File: src/rtl/free_list_pkg.sv
// Shared sizes, pointer type and pointer helpers for the rename-stage free list.
package free_list_pkg;
    localparam int PREG_W    = 7;
    localparam int ROB_TAG_W = 5;
    localparam int NUM_PREG  = 128;
    localparam int NUM_AREG  = 32;
    localparam int FL_DEPTH  = NUM_PREG - NUM_AREG;
    localparam int ROB_DEPTH = 16;
    localparam int IDX_W     = 7;
    localparam int CKPT_AW   = $clog2(ROB_DEPTH);

    typedef struct packed {
        logic             lap;
        logic [IDX_W-1:0] idx;
    } fl_ptr_t;

    function automatic fl_ptr_t ptr_inc(input fl_ptr_t p);
        fl_ptr_t r;
        r = p;
        if (p.idx == IDX_W'(FL_DEPTH - 1)) begin
            r.idx = '0;
            r.lap = ~p.lap;
        end else begin
            r.idx = p.idx + IDX_W'(1);
        end
        return r;
    endfunction

    // Differing laps mean the tail has wrapped past the head; 7-bit modular math
    // is exact because the true count never exceeds FL_DEPTH.
    function automatic logic [PREG_W-1:0] ptr_count(input fl_ptr_t h, input fl_ptr_t t);
        if (h.lap == t.lap)
            return t.idx - h.idx;
        else
            return PREG_W'(FL_DEPTH) - h.idx + t.idx;
    endfunction
endpackage

File: src/rtl/free_list_if.sv
// Rename/retire/recovery signals of the free list; master drives requests, slave is the list.
interface free_list_if;
    import free_list_pkg::*;

    logic                 alloc_en;
    logic [ROB_TAG_W-1:0] alloc_rob_tag;
    logic [PREG_W-1:0]    pd_out;
    logic                 alloc_ready;
    logic                 retire_valid;
    logic [PREG_W-1:0]    retire_preg;
    logic                 mispredict;
    logic [ROB_TAG_W-1:0] mispredict_tag;
    logic [PREG_W-1:0]    free_count;

    modport master (
        output alloc_en, alloc_rob_tag, retire_valid, retire_preg, mispredict, mispredict_tag,
        input  pd_out, alloc_ready, free_count
    );

    modport slave (
        input  alloc_en, alloc_rob_tag, retire_valid, retire_preg, mispredict, mispredict_tag,
        output pd_out, alloc_ready, free_count
    );
endinterface

File: src/rtl/fl_ckpt_table.sv
// Head-pointer checkpoints indexed by ROB entry: written on allocation, read
// combinationally on a mispredict.
module fl_ckpt_table
    import free_list_pkg::*;
(
    input  logic               clk,
    input  logic               reset,
    input  logic               we,
    input  logic [CKPT_AW-1:0] waddr,
    input  fl_ptr_t            wdata,
    input  logic [CKPT_AW-1:0] raddr,
    output fl_ptr_t            rdata
);
    fl_ptr_t              snap_reg [ROB_DEPTH];
    logic [ROB_DEPTH-1:0] wr_sel;

    genvar gi;
    generate
        for (gi = 0; gi < ROB_DEPTH; gi++) begin : g_sel
            assign wr_sel[gi] = we && (waddr == CKPT_AW'(gi));
        end
    endgenerate

    always_ff @(posedge clk) begin
        for (int i = 0; i < ROB_DEPTH; i++) begin
            if (!reset)
                snap_reg[i] <= '0;
            else if (wr_sel[i])
                snap_reg[i] <= wdata;
        end
    end

    assign rdata = snap_reg[raddr];
endmodule

File: src/rtl/free_list.sv
// Physical-register free list: circular buffer of free tags with lap-tagged
// head/tail pointers and single-cycle head restore on branch mispredict.
module free_list
    import free_list_pkg::*;
(
    input  logic clk,
    input  logic reset,
    free_list_if.slave fl
);
    logic [PREG_W-1:0] mem_reg [FL_DEPTH];
    fl_ptr_t           head_reg, head_next, head_inc;
    fl_ptr_t           tail_reg, tail_next;
    fl_ptr_t           snap_rdata;
    logic [PREG_W-1:0] count;
    logic              full;
    logic              do_alloc;
    logic              do_push;
    logic              unused_tag_msb;

    assign count    = ptr_count(head_reg, tail_reg);
    assign full     = (count == PREG_W'(FL_DEPTH));
    assign head_inc = ptr_inc(head_reg);

    // Recovery owns the head this cycle, so a concurrent allocation is dropped.
    assign do_alloc = fl.alloc_en && fl.alloc_ready && !fl.mispredict;
    assign do_push  = fl.retire_valid && (fl.retire_preg != '0) && !full;

    assign fl.alloc_ready = (count != '0);
    assign fl.pd_out      = mem_reg[head_reg.idx];
    assign fl.free_count  = count;

    // Only the ROB index bits select a checkpoint; the tag MSB is the ROB wrap bit.
    assign unused_tag_msb = fl.alloc_rob_tag[ROB_TAG_W-1] ^ fl.mispredict_tag[ROB_TAG_W-1];

    fl_ckpt_table u_ckpt (
        .clk   (clk),
        .reset (reset),
        .we    (do_alloc),
        .waddr (fl.alloc_rob_tag[CKPT_AW-1:0]),
        .wdata (head_inc),
        .raddr (fl.mispredict_tag[CKPT_AW-1:0]),
        .rdata (snap_rdata)
    );

    always_comb begin
        head_next = head_reg;
        tail_next = tail_reg;
        if (fl.mispredict)
            head_next = snap_rdata;
        else if (do_alloc)
            head_next = head_inc;
        if (do_push)
            tail_next = ptr_inc(tail_reg);
    end

    always_ff @(posedge clk) begin
        if (!reset) begin
            head_reg <= '0;
            tail_reg <= '{lap: 1'b1, idx: '0};
        end else begin
            head_reg <= head_next;
            tail_reg <= tail_next;
        end
    end

    always_ff @(posedge clk) begin
        if (!reset) begin
            for (int i = 0; i < FL_DEPTH; i++)
                mem_reg[i] <= PREG_W'(NUM_AREG + i);
        end else if (do_push) begin
            mem_reg[tail_reg.idx] <= fl.retire_preg;
        end
    end

    always_ff @(posedge clk) begin
        if (reset && fl.retire_valid && (fl.retire_preg != '0))
            assert (!full);
    end
endmodule

File: src/flat_wrapper.sv
// flat-port wrapper written by rule: the top's interface ports become plain ports
module free_list_flat import free_list_pkg::*;
  (clk, reset, fl_alloc_en, fl_alloc_rob_tag, fl_retire_valid, fl_retire_preg, fl_mispredict, fl_mispredict_tag, fl_pd_out, fl_alloc_ready, fl_free_count);
  free_list_if fl_i ();
  input  logic clk;
  input  logic reset;
  input wire logic [$bits(fl_i.alloc_en)-1:0] fl_alloc_en;
  input wire logic [$bits(fl_i.alloc_rob_tag)-1:0] fl_alloc_rob_tag;
  input wire logic [$bits(fl_i.retire_valid)-1:0] fl_retire_valid;
  input wire logic [$bits(fl_i.retire_preg)-1:0] fl_retire_preg;
  input wire logic [$bits(fl_i.mispredict)-1:0] fl_mispredict;
  input wire logic [$bits(fl_i.mispredict_tag)-1:0] fl_mispredict_tag;
  output wire logic [$bits(fl_i.pd_out)-1:0] fl_pd_out;
  output wire logic [$bits(fl_i.alloc_ready)-1:0] fl_alloc_ready;
  output wire logic [$bits(fl_i.free_count)-1:0] fl_free_count;
  assign fl_i.alloc_en = fl_alloc_en;
  assign fl_i.alloc_rob_tag = fl_alloc_rob_tag;
  assign fl_i.retire_valid = fl_retire_valid;
  assign fl_i.retire_preg = fl_retire_preg;
  assign fl_i.mispredict = fl_mispredict;
  assign fl_i.mispredict_tag = fl_mispredict_tag;
  assign fl_pd_out = fl_i.pd_out;
  assign fl_alloc_ready = fl_i.alloc_ready;
  assign fl_free_count = fl_i.free_count;
  free_list u_core (.clk(clk), .reset(reset), .fl(fl_i));
endmodule
File: config.mk
export PLATFORM = sky130hd
export DESIGN_NAME = free_list_flat
export DESIGN_NICKNAME = d
export VERILOG_FILES = /design/src/rtl/free_list_pkg.sv /design/src/rtl/free_list_if.sv /design/src/rtl/fl_ckpt_table.sv /design/src/rtl/free_list.sv /design/src/flat_wrapper.sv
export SDC_FILE = /design/constraint.sdc
export NUM_CORES = 1
export LEC_CHECK = 0
export CAP_MARGIN = 30
export CORE_AREA = 10 10 392 318
export CTS_CLUSTER_SIZE = 25
export DETAILED_ROUTE_END_ITERATION = 16
export DIE_AREA = 0 0 402 328
export GPL_TIMING_DRIVEN = 1
export PLACE_DENSITY_LB_ADDON = 0.12
export SYNTH_ARGS = -nofsm -noshare
export SYNTH_HDL_FRONTEND = slang
export SYNTH_SLANG_ARGS = --single-unit
File: constraint.sdc
create_clock -name clk -period 13.4 [get_ports clk]
set_input_delay 1.34 -clock clk [delete_from_list [all_inputs] [get_ports clk]]
set_output_delay 1.34 -clock clk [all_outputs]
set_load 0.01 [all_outputs]
==> impl_table.tex <==
\begin{tabular}{lr}
\hline
Metric & Value \\
\hline
\multicolumn{2}{l}{\textbf{Global routing}} \\
\quad Wire length of the first global-routing pass & between 200 and 250 mm \\
\quad Largest net degree at the start of global routing & between 100 and 150 \\
\quad Remaining Overflow, GRT & 0 \\
\quad Initial antenna violation count & 8 \\
\quad Global router's overall resource usage & 0.2245 \\
\quad Vias in the first global route & between 20000 and 30000 \\
\multicolumn{2}{l}{\textbf{Clock network}} \\
\quad Library cell used as clock root buffer & sky130\_fd\_sc\_hd\_\_clkbuf\_16 \\
\quad Post-CTS setup repair buffer count & 0 \\
\quad Later-pin clock latency in the skew report & about 0.74 ns \\
\quad Post-cts gate resize count & 0 \\
\quad Maximum level of the CTS H-tree & 3 \\
\quad TritonCTS clock tree & yes \\
\quad Buffer depth of the longest clock path & 3 \\
\quad CTS Hold Buffers Added & 0 \\
\quad Clock sink count & 1047 \\
\quad Clock slew seen by the registers of the worst setup and hold paths & $\sim$0.060 ns \\
\quad Clock buffers created by TritonCTS & around 110 \\
\multicolumn{2}{l}{\textbf{Floorplan}} \\
\quad Number of rows created at floorplan & approximately 110 \\
\quad Core area & 0.1163 sq mm \\
\quad Vertical die dimension & approximately 330 um \\
\quad Total die area & $\sim$0.13 sq mm \\
\quad Die extent in x & 402 um \\
\quad Ports placed on the boundary & 37 \\
\quad Initial core utilization & 0.3979 \\
\multicolumn{2}{l}{\textbf{Pwr}} \\
\quad Static Leak & 15.29 nW \\
\quad Worst vdd rail ir drop & between 0.0001 and 0.00015 V \\
\quad Power per cell area & $\sim$140 mW/mm\^{}2 \\
\multicolumn{2}{l}{\textbf{Synthesis}} \\
\quad Synth Area per Inst & approximately 15 sq um \\
\quad Number of instances in the synthesized netlist & a little over 3000 \\
\quad Mapped Area & 0.04628 sq mm \\
\quad Share of synthesized registers carrying an async set or reset & 0 \\
\quad Warnings from Yosys & 0 \\
\quad Number of distinct library cell variants in the gate-level netlist after synthesis & 62 \\
\quad Most used flip-flop cell after synthesis & sky130\_fd\_sc\_hd\_\_edfxtp\_1 \\
\quad Number of flops mapped to enable cells by yosys & roughly 1000 \\
\quad Sequential element share of the synthesized area & 0.6743 \\
\quad Number of synthesized register bits & between 1000 and 1500 \\
\quad Mapped Nets & 3083 \\
\multicolumn{2}{l}{\textbf{Final layout}} \\
\quad Most frequent cells in the layout & 1024 x sky130\_fd\_sc\_hd\_\_edfxtp\_1, 465 x sky130\_fd\_sc\_hd\_\_nor2\_1, 460 x sky130\_fd\_sc\_hd\_\_nand2\_1, 320 x sky130\_fd\_sc\_hd\_\_mux4\_2, 171 x sky130\_fd\_sc\_hd\_\_buf\_4 \\
\quad Final nets & 3205 \\
\quad Max FFs per register & approximately 900 \\
\quad Post-Layout Cell Count & 4793 \\
\quad Layout Utilization & 0.4557 \\
\quad P\&R area growth vs syn & 14.53\% \\
\quad Ant diodes & 0 \\
\quad Leading cell type in the layout, fill and taps excluded & sky130\_fd\_sc\_hd\_\_edfxtp\_1 \\
\quad Share of post-route cells with drive strength above 1 & 0.2342 \\
\multicolumn{2}{l}{\textbf{Timing}} \\
\quad Unrepaired setup endpoints after global routing & no \\
\quad Final hold vios & 0 \\
\quad Worst slew pin tran & 1.163 ns \\
\quad Final period utilization & 0.5423 \\
\quad Period minus WS final & approximately 7.3 ns \\
\quad Worst Hold Margin & approximately 0.60 ns \\
\quad Final worst-path setup slack & 6.134 ns \\
\quad Fin Setup TNS & 0 ns \\
\quad Clock Skew & 0.06069 ns \\
\quad Total of endpoints with negative setup slack in the final report & 0 \\
\quad Max-slew violation total from the final report & 0 \\
\quad Achievable Freq & about 140 MHz \\
\quad Headroom to the max-slew limit & 0.2186 \\
\multicolumn{2}{l}{\textbf{Critical path}} \\
\quad Data required, critical path & between 10 and 15 ns \\
\quad Nature of the critical path endpoint & output port \\
\quad Critical setup path kind & reg -> out \\
\quad Startpoint of the worst-slack reg-to-reg timing path & u\_core.tail\_reg[0] \\
\quad Worst endpoint data arrival time & 5.93 ns \\
\quad Reg2reg end & u\_core.mem\_reg[66][3] \\
\quad Setup slack of the most critical reg-to-reg path & between 7 and 8 ns \\
\quad Critical path launch point type & register \\
\quad Path depth of the worst reg2reg path & 17 \\
\quad Maximum fanout encountered on the critical timing path & 94 \\
\multicolumn{2}{l}{\textbf{Place}} \\
\quad GPL Wtd Cong & between 0.8 and 0.9 \\
\quad Final HPWL from detailed placement & between 90 and 100 mm \\
\quad Worst setup timing slack at the placement stage & approximately 6.8 ns \\
\quad Quantity of I/O buffers inserted on ports & 34 \\
\quad Dpl cells & between 4000 and 5000 \\
\multicolumn{2}{l}{\textbf{Status}} \\
\quad Result of the run & finished, final reports clean \\
\multicolumn{2}{l}{\textbf{Drt}} \\
\quad Wire per inst & between 30 and 40 um \\
\quad Vias per std cell & 5.962 \\
\quad TritonRoute pass-1 iters & 6 \\
\quad Post-Route WL & around 150 mm \\
\quad DRC errors left & 0 \\
\quad Via total after detailed routing & between 20000 and 30000 \\
\quad ANT nets after route & 0 \\
\quad DRT iter0 DRCs & between 3000 and 4000 \\
\multicolumn{2}{l}{\textbf{Min path}} \\
\quad Cell depth of the worst hold path & 2 \\
\quad Startpoint of the worst hold path & u\_core.head\_reg[1] \\
\quad Path category of the worst min-delay check & reg -> reg \\
\multicolumn{2}{l}{\textbf{Flow run}} \\
\quad Maximum capacitance violations & 0 \\
\hline
\end{tabular}
[stage by stage]
stage | cell area, sq um | power, mW
2_1_floorplan | 46280 | 4.114
4_1_cts | 52990 | 7.427
3_3_place_gp | 48760 | 4.399
3_5_place_dp | 49460 | 4.424
6_report | 53010 | 7.384
5_1_grt | 53010 | 7.594
[Yosys cell counts (all sizes together) (8+ instances only)]
cell / instances / area, sq um
dfxtp: 23 / 460.4
o21ai: 121 / 605.6
mux2i: 16 / 160.2
nor2b: 8 / 50.05
nor2: 467 / 1753
buf: 122 / 626.8
or3: 12 / 75.07
mux2: 14 / 157.7
a21oi: 12 / 60.06
a31oi: 8 / 50.05
inv: 22 / 82.58
nand4: 9 / 56.30
mux4: 320 / 7207
clkbuf: 113 / 424.2
or4: 8 / 60.06
nand2: 460 / 1727
nand3: 74 / 380.4
edfxtp: 1024 / 30750
ha: 13 / 162.7
nor3: 94 / 525.5
[final cells by class]
cell class | instances | area (sq um)
fillers | 10210 | 63310
multi-input cells | 1738 | 14060
inverters | 22 | 82.58
flip-flops and latches | 1047 | 31230
clock inverters | 60 | 553.0
well taps | 1539 | 1926
clock buffers | 141 | 2973
repair buffers | 246 | 2182
[kinds of logic (layout without fill, tap and decap cells)]
| group | after synthesis | after routing | share of synthesized area |
|---|---|---|---|
| and+or+nand+nor | 1174 | 1174 | 0.1065 |
| AOI/OAI and AO/OA | 184 | 184 | 0.02355 |
| muxes | 350 | 350 | 0.1626 |
| xor gates and xnor gates | 11 | 11 | 0.002406 |
| DFF | 1047 | 1047 | 0.6743 |
| adders and majority gates | 19 | 19 | 0.006110 |
| buffers and inverters | 257 | 469 | 0.02449 |
[routing by layer]
metal	GRT usage	vias up	share of wire	wire (um)
li1	-	11850	-	-
met1	0.3219	14860	0.42	63410
met2	0.3329	1577	0.44	66070
met4	0.06338	6	0.028	4242
met5	0	-	0.00027	41
met3	0.06341	277	0.11	16110
[report_power, final]
group	internal [mW]	leakage [nW]	switching, mW	total [mW]
logic	0.264	4.40	0.421	0.685
clock network	1.72	1.74	1.30	3.02
registers	3.64	9.16	0.0394	3.68
total	5.62	15.3	1.76	7.38
[critical path, stage by stage, from the launching register on]
cell,delay [ns]
sky130_fd_sc_hd__dfxtp_4,0.83
sky130_fd_sc_hd__buf_4,0.74
sky130_fd_sc_hd__buf_12,0.71
sky130_fd_sc_hd__mux4_2,0.41
sky130_fd_sc_hd__mux4_2,0.33
sky130_fd_sc_hd__mux2_2,0.23
sky130_fd_sc_hd__o22ai_1,0.09
sky130_fd_sc_hd__a221oi_1,0.90
sky130_fd_sc_hd__clkdlybuf4s50_1,0.71
[worst max-delay path by stage]
stage,startpoint,end,slack [ns]
floorplan,u_core.tail_reg[0],u_core.mem_reg[70][0],9.00
global placement,register,fl_pd_out[0],6.70
detailed placement,register,fl_pd_out[3],6.76
CTS,register,fl_pd_out[2],5.92
global route,register,fl_pd_out[4],5.82
finish,register,fl_pd_out[4],6.13
No activity file was read; power rests on OpenSTA's default activity.
